**config.mk**
```make
export PLATFORM = sky130hd
export DESIGN_NAME = config_latch_bank_ctrl
export DESIGN_NICKNAME = d
export VERILOG_FILES = /design/src/rtl/config_bank_pkg.sv /design/src/rtl/config_phase_timer.sv /design/src/rtl/config_latch_bank_ctrl.sv
export SDC_FILE = /design/constraint.sdc
export NUM_CORES = 1
export LEC_CHECK = 0
export BUFFER_PORTS_ARGS = -buffer_cell sky130_fd_sc_hd__clkbuf_2
export CORE_MARGIN = 8
export CORE_UTILIZATION = 50
export DETAILED_ROUTE_END_ITERATION = 7
export PLACE_DENSITY = 0.77
export SYNTH_ARGS = -nofsm -noshare
export SYNTH_HDL_FRONTEND = slang
export SYNTH_SLANG_ARGS = --single-unit
```
**constraint.sdc**
```tcl
create_clock -name prog_clk -period 4.55 [get_ports prog_clk]
set_clock_uncertainty 0.15 [all_clocks]
set_input_delay 0.2275 -clock prog_clk [delete_from_list [all_inputs] [get_ports prog_clk]]
set_output_delay 0.2275 -clock prog_clk [all_outputs]
set_load 0.02 [all_outputs]
```
**src/rtl/config_bank_pkg.sv**
```systemverilog
// Shared types and helpers for the configuration latch bank controller.
// Holds the FSM state encoding, the phase timer width and the row-address range check.
package config_bank_pkg;

   localparam int PHASE_W = 4;

   typedef enum logic [2:0] {
      IDLE,
      CLEAR,
      SETUP,
      PULSE,
      HOLD
   } state_t;

   // Frames aimed past the last word line are rejected rather than aliased.
   function automatic logic row_legal(input logic [31:0] addr, input int unsigned num_wl);
      return addr < num_wl;
   endfunction

endpackage

```
**src/rtl/config_phase_timer.sv**
```systemverilog
// Loadable down-counter that times each controller phase.
// It stops at zero, and last stays high until the next load.
module config_phase_timer
   import config_bank_pkg::*;
(
   input  logic               prog_clk,
   input  logic               reset,
   input  logic               load,
   input  logic [PHASE_W-1:0] load_val,
   output logic               last
);

   logic [PHASE_W-1:0] count;

   always_ff @(posedge prog_clk or posedge reset) begin
      if (reset)
         count <= '0;
      else if (load)
         count <= load_val;
      else if (count != '0)
         count <= count - PHASE_W'(1);
   end

   assign last = (count == '0);

endmodule

```
**src/rtl/config_latch_bank_ctrl.sv**
```systemverilog
// Word-line / bit-line sequencer for a NUM_WL x NUM_BL configuration latch bank.
// Each accepted frame runs SETUP -> PULSE -> HOLD. A clear request drives the bank-wide reset.
module config_latch_bank_ctrl
   import config_bank_pkg::*;
#(
   parameter int NUM_WL    = 8,
   parameter int NUM_BL    = 8,
   parameter int ADDR_W    = $clog2(NUM_WL),
   parameter int SETUP_CYC = 1,
   parameter int PULSE_CYC = 2,
   parameter int HOLD_CYC  = 1,
   parameter int CLR_CYC   = 4
)(
   input  logic              prog_clk,
   input  logic              reset,
   input  logic              clr_req,
   input  logic              in_valid,
   output logic              in_ready,
   input  logic [ADDR_W-1:0] in_addr,
   input  logic [NUM_BL-1:0] in_data,
   output logic [NUM_WL-1:0] wl,
   output logic [NUM_BL-1:0] bl,
   output logic              cfg_reset,
   output logic              busy,
   output logic              addr_err,
   output logic [ADDR_W:0]   frame_cnt
);

   localparam logic [PHASE_W-1:0] CLR_LD   = PHASE_W'(CLR_CYC - 1);
   localparam logic [PHASE_W-1:0] SETUP_LD = PHASE_W'(SETUP_CYC - 1);
   localparam logic [PHASE_W-1:0] PULSE_LD = PHASE_W'(PULSE_CYC - 1);
   localparam logic [PHASE_W-1:0] HOLD_LD  = PHASE_W'((HOLD_CYC == 0) ? 0 : HOLD_CYC - 1);
   localparam logic [ADDR_W:0]    CNT_MAX  = '1;

   state_t              state, state_nxt;
   logic [ADDR_W-1:0]   row;
   logic                legal, accept, err_set, cnt_inc, clr_done;
   logic                load, last;
   logic [PHASE_W-1:0]  load_val;
   logic [NUM_WL-1:0]   wl_nxt;

   assign legal    = row_legal(32'(in_addr), NUM_WL);
   assign in_ready = (state == IDLE) && !clr_req;
   assign busy     = (state != IDLE);

   always_comb begin
      state_nxt = state;
      accept    = 1'b0;
      err_set   = 1'b0;
      cnt_inc   = 1'b0;
      clr_done  = 1'b0;
      case (state)
         IDLE: begin
            if (clr_req)
               state_nxt = CLEAR;
            else if (in_valid) begin
               if (legal) begin
                  accept    = 1'b1;
                  state_nxt = SETUP;
               end else
                  err_set = 1'b1;
            end
         end
         CLEAR: if (last) begin
            clr_done  = 1'b1;
            state_nxt = IDLE;
         end
         SETUP: if (last) state_nxt = PULSE;
         PULSE: if (last) begin
            cnt_inc   = 1'b1;
            state_nxt = (HOLD_CYC == 0) ? IDLE : HOLD;
         end
         HOLD:  if (last) state_nxt = IDLE;
         default: state_nxt = IDLE;
      endcase
   end

   // Every state change reloads the timer with the length of the state being entered.
   always_comb begin
      load     = (state_nxt != state);
      load_val = '0;
      case (state_nxt)
         CLEAR:   load_val = CLR_LD;
         SETUP:   load_val = SETUP_LD;
         PULSE:   load_val = PULSE_LD;
         HOLD:    load_val = HOLD_LD;
         default: load_val = '0;
      endcase
   end

   config_phase_timer u_timer (
      .prog_clk (prog_clk),
      .reset    (reset),
      .load     (load),
      .load_val (load_val),
      .last     (last)
   );

   // wl is decoded from the next state so that it is high during exactly the PULSE cycles.
   for (genvar i = 0; i < NUM_WL; i++) begin : g_wl
      assign wl_nxt[i] = (state_nxt == PULSE) && (row == ADDR_W'(i));
   end

   always_ff @(posedge prog_clk or posedge reset) begin
      if (reset) begin
         state     <= IDLE;
         row       <= '0;
         wl        <= '0;
         bl        <= '0;
         cfg_reset <= 1'b0;
         addr_err  <= 1'b0;
         frame_cnt <= '0;
      end else begin
         state     <= state_nxt;
         wl        <= wl_nxt;
         cfg_reset <= (state_nxt == CLEAR);
         if (accept) begin
            row <= in_addr;
            bl  <= in_data;
         end
         if (err_set)
            addr_err <= 1'b1;
         else if (clr_done)
            addr_err <= 1'b0;
         if (clr_done)
            frame_cnt <= '0;
         else if (cnt_inc && frame_cnt != CNT_MAX)
            frame_cnt <= frame_cnt + 1'b1;
      end
   end

endmodule

```
==> results.sh <==
export IMPL_cts_hold_buf=11
export IMPL_dp_hpwl_mm=2.136
export IMPL_layout_common_cells="37 x clkbuf_2, 31 x dfrtp_1, 13 x mux2_2, 11 x dlygate4sd3_1, 9 x nor4_1"
export IMPL_timing_final_crit_share_pct=43.33
export IMPL_yosysUniqueCellTypes=39
export IMPL_worstPathBufferInverterCount=1
export IMPL_grt_total_usage_pct=13.23
export IMPL_n_fill_cell=200
export IMPL_design_die_area_sq_um=4837
export IMPL_dp_cells=184
export IMPL_fmax_ghz=0.5072
export IMPL_setup_viol=0
export IMPL_drv_slew=0
export IMPL_grt_pass1_wl_mm=5.278
export IMPL_dr_pass1_iters=4
export IMPL_final_layout_size_suffix_gt1_share_pct=37.79
export IMPL_antenna_found_initial=0
export IMPL_core_sq_um=2734
export IMPL_antennaDiodeCount=0
export IMPL_setup_tns_ns=0
export IMPL_cts_resized=0
export IMPL_cts_root_buf="clkbuf_4"
export IMPL_synth_seq_area_share_pct=54.10
export IMPL_fin_util_pct=66.09
export IMPL_start_util_pct=52.45
export IMPL_crit_chain="inv_1, ha_1, or3b_1, a32oi_1, o211ai_1"
export IMPL_synthFlopType="dfrtp_1"
export IMPL_synthArstFlopShare_pct=100.0
export IMPL_wl_per_cell_um=14.70
export IMPL_min_period_ns=1.972
export IMPL_cp_end_kind="flop"
export IMPL_area_growth_pct=26.00
export IMPL_dp_slack_ns=2.592
export IMPL_syn_area_sq_um=1434
export IMPL_nNetsFinal=188
export IMPL_critPathLaunchType="flop"
export IMPL_die_w_um=69.55
export IMPL_crit_family="compound AO/OA/AOI/OAI gates"
export IMPL_first_global_vias=1187
export IMPL_cp_arrival_ns=2.02
export IMPL_gp_congestion=0.7327
export IMPL_rows=19
export IMPL_vias=1083
export IMPL_drc=0
export IMPL_ys_warn_count=0
export IMPL_first_iter_violations=38
export IMPL_path_depth=5
export IMPL_ys_seq_elements=31
export IMPL_syn_avg_cell_area_sq_um=11.66
export IMPL_wirelength_mm=2.984
export IMPL_setup_worst_path_class="reg -> reg"
export IMPL_portBuffers=37
export IMPL_syn_nets=140
export IMPL_cts_sinks=31
export IMPL_slowest_delay_ns=0.47
export IMPL_rsz0062_at_grt="no"
export IMPL_stdcell_count=203
export IMPL_netlist_instances=123
export IMPL_io_pins=39
export IMPL_critPathMaxFanout=6
export IMPL_critPathSlowestCell="or3b_1"
export IMPL_synth_edf_count=0
export IMPL_hold_class="in -> async"
export IMPL_grt_max_degree=32
export IMPL_worstMarginPinSlew_ns=1.103
export IMPL_htree_levels=2
export IMPL_maxCapViolCount=0
export IMPL_reg2reg_depth=5
export IMPL_die_y_um=69.55
export IMPL_cts_setup_buffers=0
export IMPL_worst_slack_ns=2.578
export IMPL_avgViaCountPerCell=5.335
export IMPL_final_common_cell="clkbuf_2"
export IMPL_relSlewSlack_pct=26.39
export IMPL_grt_overflow_total=0
export IMPL_clk_pin_slew_ns=0.09
export IMPL_worstPathRequired_ns=4.60
export IMPL_hold_violations=0
export IMPL_p_leak_nw=0.8618
export IMPL_clockBufferDepth=2
export IMPL_cts_buffers=5
export IMPL_cellPowerDensity_nw_per_um2=675.8
export IMPL_peakVddDrop_v=0.0004596
export IMPL_finalPower_w=0.001221
export IMPL_status="finished, final reports clean"
export IMPL_ant_nets=0
export IMPL_cts_tree="done"
export IMPL_clk_insertion_delay_late_ns=0.33
-- worst paths after layout --
kind | slack (ns) | to | start
min reg2reg | 0.38 | bl[1] | bl[1]
min | 0.00007 | bl[4] | reset
max reg2reg | 2.58 | u_timer.count[0] | u_timer.count[0]
max in group asynchronous | 3.59 | frame_cnt[2] | reset
min in group prog_clk | 0.04 | cfg_reset | clr_req
max | 2.58 | u_timer.count[0] | u_timer.count[0]
-- where the power goes --
group / total (W) / internal (W) / switching, W
combinational: 0.000559 / 0.000241 / 0.000318
clock: 0.000183 / 0.0000902 / 0.0000925
sequential: 0.000479 / 0.000375 / 0.000105
-- sequential cells by signal, summed over array words and instances, names as in the netlist --
signal	count
bl	8
wl	8
frame_cnt	4
u_timer.count	4
row	3
state	3
cfg_reset	1
-- layout make-up --
class | instances | area (sq um) | share of cell area, %
Multi-Input combinational cell | 80 | 605.6 | 33.52
Inverter | 5 | 18.77 | 1.039
Tap cell | 31 | 38.79 | 2.147
Clock inverter | 1 | 7.507 | 0.4155
Timing Repair Buffer | 48 | 295.3 | 16.34
Clock buffer | 7 | 65.06 | 3.601
Sequential cell | 31 | 775.7 | 42.94
-- metrics by stage --
step,instance area (sq um),hold slack [ns]
after global routing,1807,0.06958
after floorplan,1434,0.1810
final,1807,0.00006606
after CTS,1807,0.04224
after global placement,1624,0.3103
after detailed placement,1624,0.3138
-- routing by layer --
layer / global-route usage (%) / routed length [um] / up-vias
li1: - / - / 538
met1: 14.04 / 1238 / 510
met2: 21.82 / 1492 / 31
met3: 6.867 / 207 / 4
met4: 4.784 / 45 / 0
met5: 0 / 0 / -
-- cell usage after synthesis, types with 2 or more instances --
master	n	share of area (%)
nor2_1	6	1.6
buf_2	2	0.70
clkbuf_1	3	0.79
ha_1	2	1.7
nand3b_1	2	1.0
mux2i_1	2	1.4
nand2b_1	5	2.2
nor4_1	9	3.9
nor2b_1	2	0.87
a22o_1	2	1.2
nor3_1	2	0.70
mux2_2	13	10
o21ai_0	6	2.1
nand2_1	6	1.6
dfrtp_1	31	54
nand3_1	3	1.0
inv_1	5	1.3
-- cells by family after synthesis --
| group | after synthesis | synth area share [%] |
|---|---|---|
| and+or+nand+nor | 43 | 18.76 |
| DFF | 31 | 54.10 |
| AOI/OAI and AO/OA | 17 | 8.116 |
| muxes | 15 | 11.61 |
| buffers and inverters | 12 | 3.665 |
| adders and majority gates | 2 | 1.745 |
| xor gates and xnor gates | 2 | 1.746 |
| other | 1 | 0.2615 |
No activity file was read; power rests on OpenSTA's default activity.
